**config.mk**
```make
export PLATFORM = sky130hd
export DESIGN_NAME = cnt_arb_flat
export DESIGN_NICKNAME = d
export VERILOG_FILES = /design/src/rtl/cnt_arb_if.sv /design/src/rtl/cnt_arb.sv /design/src/flat_wrapper.sv
export SDC_FILE = /design/constraint.sdc
export NUM_CORES = 1
export LEC_CHECK = 0
export CORE_ASPECT_RATIO = 1.75
export CORE_MARGIN = 2
export CORE_UTILIZATION = 39
export DETAILED_ROUTE_END_ITERATION = 10
export GPL_TIMING_DRIVEN = 0
export PLACE_DENSITY = 0.95
export SETUP_SLACK_MARGIN = 0.3
export SLEW_MARGIN = 20
export SYNTH_ARGS = -nofsm -noshare
export SYNTH_HDL_FRONTEND = slang
export SYNTH_SLANG_ARGS = --single-unit
```
**constraint.sdc**
```tcl
create_clock -name clk -period 4.4 [get_ports clk]
set_input_delay 0.88 -clock clk [delete_from_list [all_inputs] [get_ports clk]]
set_output_delay 0.88 -clock clk [all_outputs]
set_load 0.05 [all_outputs]
```
**src/rtl/cnt_arb_if.sv**
```systemverilog
// cnt_arb_if: request/response and shared count-unit bundle for cnt_arb.
// master = requesters + count unit side, slave = cnt_arb.
//   Req0*/Req1*   request handshake and operands, per requester
//   Rsp0*/Rsp1*   response handshake; RspResult is shared
//   Cnt*          operand drive to the shared count unit, CntResult back
interface cnt_arb_if #(
    parameter int WIDTH = 32
);
    logic             Req0Valid;
    logic             Req1Valid;
    logic             Req0Ready;
    logic             Req1Ready;
    logic [WIDTH-1:0] Req0A;
    logic [WIDTH-1:0] Req1A;
    logic [1:0]       Req0B;
    logic [1:0]       Req1B;
    logic             Req0W64;
    logic             Req1W64;
    logic [WIDTH-1:0] CntA;
    logic [WIDTH-1:0] CntRevA;
    logic [1:0]       CntB;
    logic             CntW64;
    logic [WIDTH-1:0] CntResult;
    logic             Rsp0Valid;
    logic             Rsp1Valid;
    logic             Rsp0Ready;
    logic             Rsp1Ready;
    logic [WIDTH-1:0] RspResult;

    modport master (
        output Req0Valid, Req1Valid, Req0A, Req1A,
        output Req0B, Req1B, Req0W64, Req1W64,
        output CntResult, Rsp0Ready, Rsp1Ready,
        input  Req0Ready, Req1Ready, CntA, CntRevA,
        input  CntB, CntW64, Rsp0Valid, Rsp1Valid,
        input  RspResult
    );

    modport slave (
        input  Req0Valid, Req1Valid, Req0A, Req1A,
        input  Req0B, Req1B, Req0W64, Req1W64,
        input  CntResult, Rsp0Ready, Rsp1Ready,
        output Req0Ready, Req1Ready, CntA, CntRevA,
        output CntB, CntW64, Rsp0Valid, Rsp1Valid,
        output RspResult
    );
endinterface

```
**src/rtl/cnt_arb.sv**
```systemverilog
// cnt_arb: two-requester sequencer sharing one clz/ctz/cpop count unit.
// Ports: clk, reset (sync, active-high), bus (cnt_arb_if.slave).
// Define CNT_ARB_RR_EN for round-robin ties; default is Req0-first.
module cnt_arb #(
    parameter int WIDTH = 32
) (
    input  logic      clk,
    input  logic      reset,
    cnt_arb_if.slave  bus
);
    typedef enum logic [1:0] {IDLE, EXEC, RESP} state_t;

    state_t           state;
    logic             owner;
    logic [WIDTH-1:0] op_a;
    logic [1:0]       op_b;
    logic             op_w64;
    logic [WIDTH-1:0] rsp_q;
    logic             gnt1;
    logic             any_req;
    logic             rsp_done;
    logic             accept;

`ifdef CNT_ARB_RR_EN
    logic ptr;
    // ptr names the requester that wins a tie
    assign gnt1 = bus.Req1Valid & (~bus.Req0Valid | ptr);
`else
    assign gnt1 = bus.Req1Valid & ~bus.Req0Valid;
`endif

    assign any_req  = bus.Req0Valid | bus.Req1Valid;
    assign rsp_done = (state == RESP) &
                      (owner ? bus.Rsp1Ready : bus.Rsp0Ready);
    // accept from IDLE, or in RESP once the response is consumed
    assign accept   = ~reset & any_req &
                      ((state == IDLE) | rsp_done);

    assign bus.Req0Ready = accept & ~gnt1;
    assign bus.Req1Ready = accept & gnt1;
    assign bus.Rsp0Valid = ~reset & (state == RESP) & ~owner;
    assign bus.Rsp1Valid = ~reset & (state == RESP) & owner;
    assign bus.RspResult = rsp_q;

    assign bus.CntA   = op_a;
    assign bus.CntB   = op_b;
    assign bus.CntW64 = op_w64;

    for (genvar i = 0; i < WIDTH; i++) begin : g_rev
        assign bus.CntRevA[i] = op_a[WIDTH-1-i];
    end

    always_ff @(posedge clk) begin
        if (reset) begin
            state  <= IDLE;
            owner  <= 1'b0;
            op_a   <= '0;
            op_b   <= '0;
            op_w64 <= 1'b0;
            rsp_q  <= '0;
`ifdef CNT_ARB_RR_EN
            ptr    <= 1'b0;
`endif
        end else begin
            unique case (state)
                IDLE: if (accept) state <= EXEC;
                EXEC: begin
                    rsp_q <= bus.CntResult;
                    state <= RESP;
                end
                RESP: if (rsp_done) state <= accept ? EXEC : IDLE;
                default: state <= IDLE;
            endcase
            if (accept) begin
                owner  <= gnt1;
                op_a   <= gnt1 ? bus.Req1A : bus.Req0A;
                op_b   <= gnt1 ? bus.Req1B : bus.Req0B;
                // word ops only exist on RV64
                op_w64 <= (WIDTH == 64) &
                          (gnt1 ? bus.Req1W64 : bus.Req0W64);
`ifdef CNT_ARB_RR_EN
                ptr    <= ~gnt1;
`endif
            end
        end
    end
endmodule
```
**src/flat_wrapper.sv**
```systemverilog
// flat-port wrapper written by rule: the top's interface ports become plain ports
module cnt_arb_flat 
#(
    parameter int WIDTH = 32
)
  (clk, reset, bus_Req0Valid, bus_Req1Valid, bus_Req0A, bus_Req1A, bus_Req0B, bus_Req1B, bus_Req0W64, bus_Req1W64, bus_CntResult, bus_Rsp0Ready, bus_Rsp1Ready, bus_Req0Ready, bus_Req1Ready, bus_CntA, bus_CntRevA, bus_CntB, bus_CntW64, bus_Rsp0Valid, bus_Rsp1Valid, bus_RspResult);
  cnt_arb_if #(.WIDTH(WIDTH)) bus_i ();
  input  logic clk;
  input  logic reset;
  input wire logic [$bits(bus_i.Req0Valid)-1:0] bus_Req0Valid;
  input wire logic [$bits(bus_i.Req1Valid)-1:0] bus_Req1Valid;
  input wire logic [$bits(bus_i.Req0A)-1:0] bus_Req0A;
  input wire logic [$bits(bus_i.Req1A)-1:0] bus_Req1A;
  input wire logic [$bits(bus_i.Req0B)-1:0] bus_Req0B;
  input wire logic [$bits(bus_i.Req1B)-1:0] bus_Req1B;
  input wire logic [$bits(bus_i.Req0W64)-1:0] bus_Req0W64;
  input wire logic [$bits(bus_i.Req1W64)-1:0] bus_Req1W64;
  input wire logic [$bits(bus_i.CntResult)-1:0] bus_CntResult;
  input wire logic [$bits(bus_i.Rsp0Ready)-1:0] bus_Rsp0Ready;
  input wire logic [$bits(bus_i.Rsp1Ready)-1:0] bus_Rsp1Ready;
  output wire logic [$bits(bus_i.Req0Ready)-1:0] bus_Req0Ready;
  output wire logic [$bits(bus_i.Req1Ready)-1:0] bus_Req1Ready;
  output wire logic [$bits(bus_i.CntA)-1:0] bus_CntA;
  output wire logic [$bits(bus_i.CntRevA)-1:0] bus_CntRevA;
  output wire logic [$bits(bus_i.CntB)-1:0] bus_CntB;
  output wire logic [$bits(bus_i.CntW64)-1:0] bus_CntW64;
  output wire logic [$bits(bus_i.Rsp0Valid)-1:0] bus_Rsp0Valid;
  output wire logic [$bits(bus_i.Rsp1Valid)-1:0] bus_Rsp1Valid;
  output wire logic [$bits(bus_i.RspResult)-1:0] bus_RspResult;
  assign bus_i.Req0Valid = bus_Req0Valid;
  assign bus_i.Req1Valid = bus_Req1Valid;
  assign bus_i.Req0A = bus_Req0A;
  assign bus_i.Req1A = bus_Req1A;
  assign bus_i.Req0B = bus_Req0B;
  assign bus_i.Req1B = bus_Req1B;
  assign bus_i.Req0W64 = bus_Req0W64;
  assign bus_i.Req1W64 = bus_Req1W64;
  assign bus_i.CntResult = bus_CntResult;
  assign bus_i.Rsp0Ready = bus_Rsp0Ready;
  assign bus_i.Rsp1Ready = bus_Rsp1Ready;
  assign bus_Req0Ready = bus_i.Req0Ready;
  assign bus_Req1Ready = bus_i.Req1Ready;
  assign bus_CntA = bus_i.CntA;
  assign bus_CntRevA = bus_i.CntRevA;
  assign bus_CntB = bus_i.CntB;
  assign bus_CntW64 = bus_i.CntW64;
  assign bus_Rsp0Valid = bus_i.Rsp0Valid;
  assign bus_Rsp1Valid = bus_i.Rsp1Valid;
  assign bus_RspResult = bus_i.RspResult;
  cnt_arb #(.WIDTH(WIDTH)) u_core (.clk(clk), .reset(reset), .bus(bus_i));
endmodule
```
==> metrics.md, run 1 <==
| Metric | Value |
|---|---|
| Max Cap Viol | 0 |
| Leakage | 2.33 nW |
| Run status | finished clean |
| Largest net degree at the start of global routing | 13 |
| FILL cells | 593 |
| Hold-fix buffers, CTS | 0 |
| Post-place instance area | 5330 um^2 |
| Clk pwr share | 32.1% |
| Clk Latency, worst-skew pair | 0.33 ns |
| Tot GR Track Use | 22.9% |
| CTS-repair resized insts | 0 |
| Switch Pwr | 0.782 mW |
| Clock-pin slew on the worst setup and hold paths | 0.06 ns |
| CTS buffer count | 9 |
| Post-Route WL | 10.2 mm |
| Syn Area/Cell | 9.21 um^2 |
| Distinct cells, synth | 17 |
| CP Data Required Time | 3.52 ns |
| Period utilisation layout | 89.9% |
| Clk_skew | 0.00524 ns |
| Share of layout cells above drive strength 1 | 10.1% |
| Core area | 7910 um^2 |
| Worst-margin pin slew | 0.551 ns |
| DRT antenna net count | 0 |
| Worst Setup End Kind | primary output |
| Post-DP HPWL | 8.04 mm |
| Die W | 71.9 um |
| I/O pins | 211 |
| CP max FO | 10 |
| RSZ-0062 raised after global routing | false |
| Clock sinks | 69 |
| CP Class | in -> out |
| H-tree lvl count | 3 |
| Count of final hold-check violations | 0 |
| Final WS setup | 0.445 ns |
| Hold path cells | 2 |
| TritonCTS clock tree | done |
| YS warnings | 0 |
| Area growth, synth to finish | 78.9% |
| Dpl ws | 0.441 ns |
| Vias per inst | 4.75 |
| TNS Setup | 0 ns |
| N_diodes | 0 |
| GRT Residual Overflow | 0 |
| Post-synthesis register bit count | 69 |
| Sequential element share of the synthesized area | 43.9% |
| Sw frac | 34.8% |
| Seq. cell area | 1380 um^2 |
| Int Power | 1.47 mW |
| Cell area after synthesis | 3150 um^2 |
| Gate power share | 35.5% |
| Syn_nets | 450 |
| Row cnt | 43 |
| Normalized max-slew margin | 63.1% |
| Vias post-DR | 3108 |
| GPL Wtd Cong | 0.753 |
| Area occupied by multi-input gates | 1400 um^2 |
| Maximum buffer depth of the clock tree | 2 |
| Post-route cell area | 5640 um^2 |
| Max Clk Rate | 0.253 GHz |
| Die height | 123 um |
| First-pass GRT wire length | 15.3 mm |
| DR DRC count | 0 |
| Final net count | 668 |
| Vias in the first global route | 3137 |
| Worst R2R Path Depth | 5 |
| Seq pwr share | 32.4% |
| First-pass iteration count of the detailed router | 4 |
| Worst VDD drop | 259 uV |
| Max-slew violations | 0 |
| Hold Path Class | reg -> reg |
| Initial antenna violation count | 0 |
| Die Footprint | 8840 um^2 |
| Starting Density | 39.8% |
| P per Cell Area | 399 nW/um^2 |
| Minimum clock period | 3.95 ns |
| Wire per inst | 15.5 um |
| Final Setup Violations | 0 |
| Clock Root Buffer | clkbuf_16 |
| Crit start category | primary input |
| Critical Path AT | 3.07 ns |
| Iteration-0 DRC Markers | 89 |
| Cell count after synthesis | 342 |
| Port bufs | 207 |
| Setup bufs post-CTS | 0 |
| WHS | 0.450 ns |
-- worst paths after layout --
check / slack (ns) / from / endpoint
worst max-delay path: 0.45 / bus_Rsp0Ready / bus_Req1Ready
worst min-delay path: 0.45 / u_core.bus.RspResult[31] / u_core.bus.RspResult[31]
worst max register to register: 2.83 / u_core.owner / u_core.bus.CntA[21]
worst min register to register: 0.45 / u_core.bus.RspResult[31] / u_core.bus.RspResult[31]
-- cell families after synthesis --
family | share of synthesized area (%)
and+or+nand+nor | 16.5
muxes | 22.2
DFF | 43.9
buffers and inverters | 11.6
AOI/OAI and AO/OA | 5.60
other | 0.119
-- per-layer routing --
layer	part of all wire [%]	global-route usage [%]
met1	34	20.9
met2	56	44.8
met3	7.2	7.22
met4	3.2	9.79
met5	0	0
-- layout make-up --
| cell class | instances | area share, % |
|---|---|---|
| flip-flops and latches | 69 | 24.5 |
| clock inverters | 6 | 1.11 |
| plain buffers | 56 | 6.44 |
| well taps | 90 | 2.00 |
| clock buffers | 10 | 4.24 |
| inverters | 1 | 0.0666 |
| repair buffers | 207 | 36.8 |
| multi-input cells | 216 | 24.9 |
-- sequential cells by signal, summed over array words and instances, names as in the netlist --
signal	count
u_core.bus.CntB	2
u_core.bus.RspResult	32
u_core.state	2
u_core.owner	1
u_core.bus.CntA	32
-- per-stage QoR --
stage	utilization [%]	total power, mW	instances
after floorplan	-	1.23	342
after global placement	67.4	1.53	639
after detailed placement	67.4	1.54	639
after CTS	71.3	2.27	655
after global routing	71.3	2.34	655
final	71.3	2.25	655
-- cell usage in the layout, fill, tap and decap left out, drive strengths merged, types with 3 or more instances in the layout --
cell type and n:
a21oi 33, buf 42, clkbuf 24, clkdlybuf4s50 207
clkinvlp 3, dfxtp 69, mux2i 70, nand2 65
nand2b 37, nor2 5
-- critical path, cell delays in order --
cell             delay (ns)
clkdlybuf4s50_1        0.47
mux2i_1                0.09
a2111o_1               0.45
buf_2                  0.23
nor2_1                 0.13
clkdlybuf4s50_1        0.83
-- cell usage after synthesis --
cell,count,area share [%]
clkbuf_1,14,1.7
nor2b_1,2,0.40
mux2i_1,70,22
nand3b_1,1,0.24
buf_2,5,0.79
dfxtp_1,69,44
nand2_1,65,7.7
conb_1,1,0.12
a21oi_1,33,5.2
buf_4,33,7.9
a2111o_1,1,0.36
and3_1,1,0.20
nor2_1,5,0.60
buf_1,1,0.12
nand2b_1,37,7.3
inv_1,1,0.12
buf_6,3,1.1
-- power groups by stage --
stage / sequential [mW] / clock (mW) / combinational, mW
6_report: 0.728 / 0.722 / 0.800
5_1_grt: 0.735 / 0.765 / 0.837
4_1_cts: 0.728 / 0.738 / 0.805
3_5_place_dp: 0.741 / 0 / 0.802
3_3_place_gp: 0.736 / 0 / 0.789
2_1_floorplan: 0.922 / 0 / 0.308
No activity file was read; power rests on OpenSTA's default activity.
==> run 2, diff against run 1 <==
CORE_UTILIZATION = 32   (was 39)
PLACE_DENSITY = 0.84   (was 0.95)
clock period = 3.2 ns   (was 4.4 ns; I/O delays follow)
==> metrics.md, run 2 (synthesized netlist as in run 1, its figures left out) <==
| Metric | Value |
|---|---|
| Worst Setup End Kind | primary output |
| Max-slew violations | 0 |
| Hold path endpoint | u_core.bus.RspResult[1] |
| Max Clk Rate | 0.355 GHz |
| M1 GR Usage | 17.0% |
| Final Util | 59.5% |
| Clk_skew | 0.00623 ns |
| Sw frac | 34.4% |
| Worst reg2reg startpoint | u_core.owner |
| Period utilisation layout | 88.0% |
| FILL cells | 855 |
| Routing usage on met3 | 4.73% |
| Dpl ws | -0.276 ns |
| I/O pins | 211 |
| Most frequent cells in the layout | clkdlybuf4s50_1 (203), mux2i_1 (70), dfxtp_1 (69) |
| Normalized max-slew margin | 63.3% |
| Gate power share | 36.1% |
| Tot GR Track Use | 18.1% |
| Commonest non-fill, non-tap cell in the layout | clkdlybuf4s50_1 |
| Hold path cells | 2 |
| Minimum clock period | 2.81 ns |
| Final Setup Violations | 0 |
| Post-place instance area | 5370 um^2 |
| Placed cells | 671 |
| Hold-fix buffers, CTS | 0 |
| Crit start category | primary input |
| Starting Density | 33.1% |
| Final net count | 668 |
| Run status | finished clean |
| CP Data Required Time | 2.56 ns |
| Post-DP HPWL | 8.10 mm |
| Max Cap Viol | 0 |
| Post-Route WL | 9.96 mm |
| Count of final hold-check violations | 0 |
| CP Class | in -> out |
| Vias per inst | 4.49 |
| P per Cell Area | 536 nW/um^2 |
| Share of layout cells above drive strength 1 | 10.8% |
| Area growth, synth to finish | 79.9% |
| Die W | 79.0 um |
| Worst-margin pin slew | 0.549 ns |
| Min-delay src | u_core.bus.RspResult[1] |
| Die height | 135 um |
| Iteration-0 DRC Markers | 91 |
| Post-route cell area | 5670 um^2 |
| TNS Setup | 0 ns |
| Int Power | 1.99 mW |
| Port bufs | 207 |
| Maximum buffer depth of the clock tree | 2 |
| Seq pwr share | 32.9% |
| CTS buffer count | 9 |
| Final std cells w/o fill | 686 |
| GPL Wtd Cong | 0.736 |
| Worst R2R Path Depth | 5 |
| Worst reg2reg endpoint | u_core.bus.CntA[11] |
| Worst VDD drop | 399 uV |
| Final WS setup | 0.385 ns |
| N_diodes | 0 |
| First-pass GRT wire length | 15.2 mm |
| Hold Path Class | reg -> reg |
| Critical Path AT | 2.17 ns |
| Clock-pin slew on the worst setup and hold paths | 0.05 ns |
| Leakage | 2.34 nW |
| Vias in the first global route | 3132 |
| Clock sinks | 69 |
| RSZ-0062 raised after global routing | false |
| Vias post-DR | 3077 |
| Layer with the highest usage | met2 |
| Switch Pwr | 1.04 mW |
| CP max FO | 10 |
| Clk pwr share | 31.0% |
| Clock Root Buffer | clkbuf_16 |
| DR DRC count | 0 |
| R2R Setup Slk | 1.68 ns |
| Wire per inst | 14.5 um |
| Core area | 9530 um^2 |
| TritonCTS clock tree | done |
| Power, Total | 3.04 mW |
| First-pass iteration count of the detailed router | 4 |
| WHS | 0.453 ns |
| H-tree lvl count | 3 |
| Largest net degree at the start of global routing | 12 |
| Met2 GRT Util | 36.3% |
| Initial antenna violation count | 0 |
| GRT Residual Overflow | 0 |
| Row cnt | 47 |
| Die Footprint | 10700 um^2 |
| DRT antenna net count | 0 |
| Clk Latency, worst-skew pair | 0.32 ns |
run 2: changes by cell type in the layout (fill, tap and decap cells not counted), sizes merged:
cell | before | now
buf | 42 | 43
clkdlybuf4s15 | 0 | 2
clkdlybuf4s50 | 207 | 203
clkinv | 2 | 3
clkinvlp | 3 | 1
clkbuf | 24 | 25
run 2: layout make-up:
cell class	instances	area, um^2	area share (%)
plain buffers	56	369	6.52
clock buffers	10	229	4.04
repair buffers	207	2070	36.6
well taps	122	153	2.69
flip-flops and latches	69	1380	24.4
inverters	1	3.75	0.0663
clock inverters	5	52.6	0.928
multi-input cells	216	1400	24.8
run 2: critical path, stage by stage:
cell and delay, ns:
clkdlybuf4s50_1 0.48, mux2i_1 0.09, a2111o_1 0.45, buf_4 0.21
nor2_1 0.09, buf_4 0.20
run 2: timing repair:
| item | 4_1_cts | 5_1_grt |
|---|---|---|
| endpoints found under the setup margin | 4 | 2 |
| endpoints found under the hold margin | 0 | 0 |
| resized for setup | 18 | 7 |
| setup buffers | 0 | 0 |
run 2: metal layers:
| layer | wire, um | vias up |
|---|---|---|
| met5 | 0 | - |
| met4 | 162 | 0 |
| met3 | 718 | 12 |
| met2 | 5650 | 141 |
| met1 | 3430 | 1405 |
| li1 | - | 1519 |
run 2: power by group through the flow:
stage,registers (mW),logic [mW],clock network [mW]
6_report,0.999,1.10,0.941
4_1_cts,1.00,1.10,0.969
2_1_floorplan,1.27,0.424,0
3_5_place_dp,1.02,1.10,0
5_1_grt,1.01,1.15,0.997
3_3_place_gp,1.01,1.09,0
run 2: worst max path at each step:
stage	end	cells after the start	start
finish	bus_Req0Ready	6	bus_Rsp1Ready
global route	bus_Req0Ready	6	bus_Rsp1Ready
CTS	bus_Req1Ready	6	bus_Rsp1Ready
detailed placement	bus_Req1Ready	6	bus_Rsp1Ready
global placement	bus_Req1Ready	6	bus_Rsp1Ready
floorplan	bus_Req0Ready	4	bus_Rsp1Ready
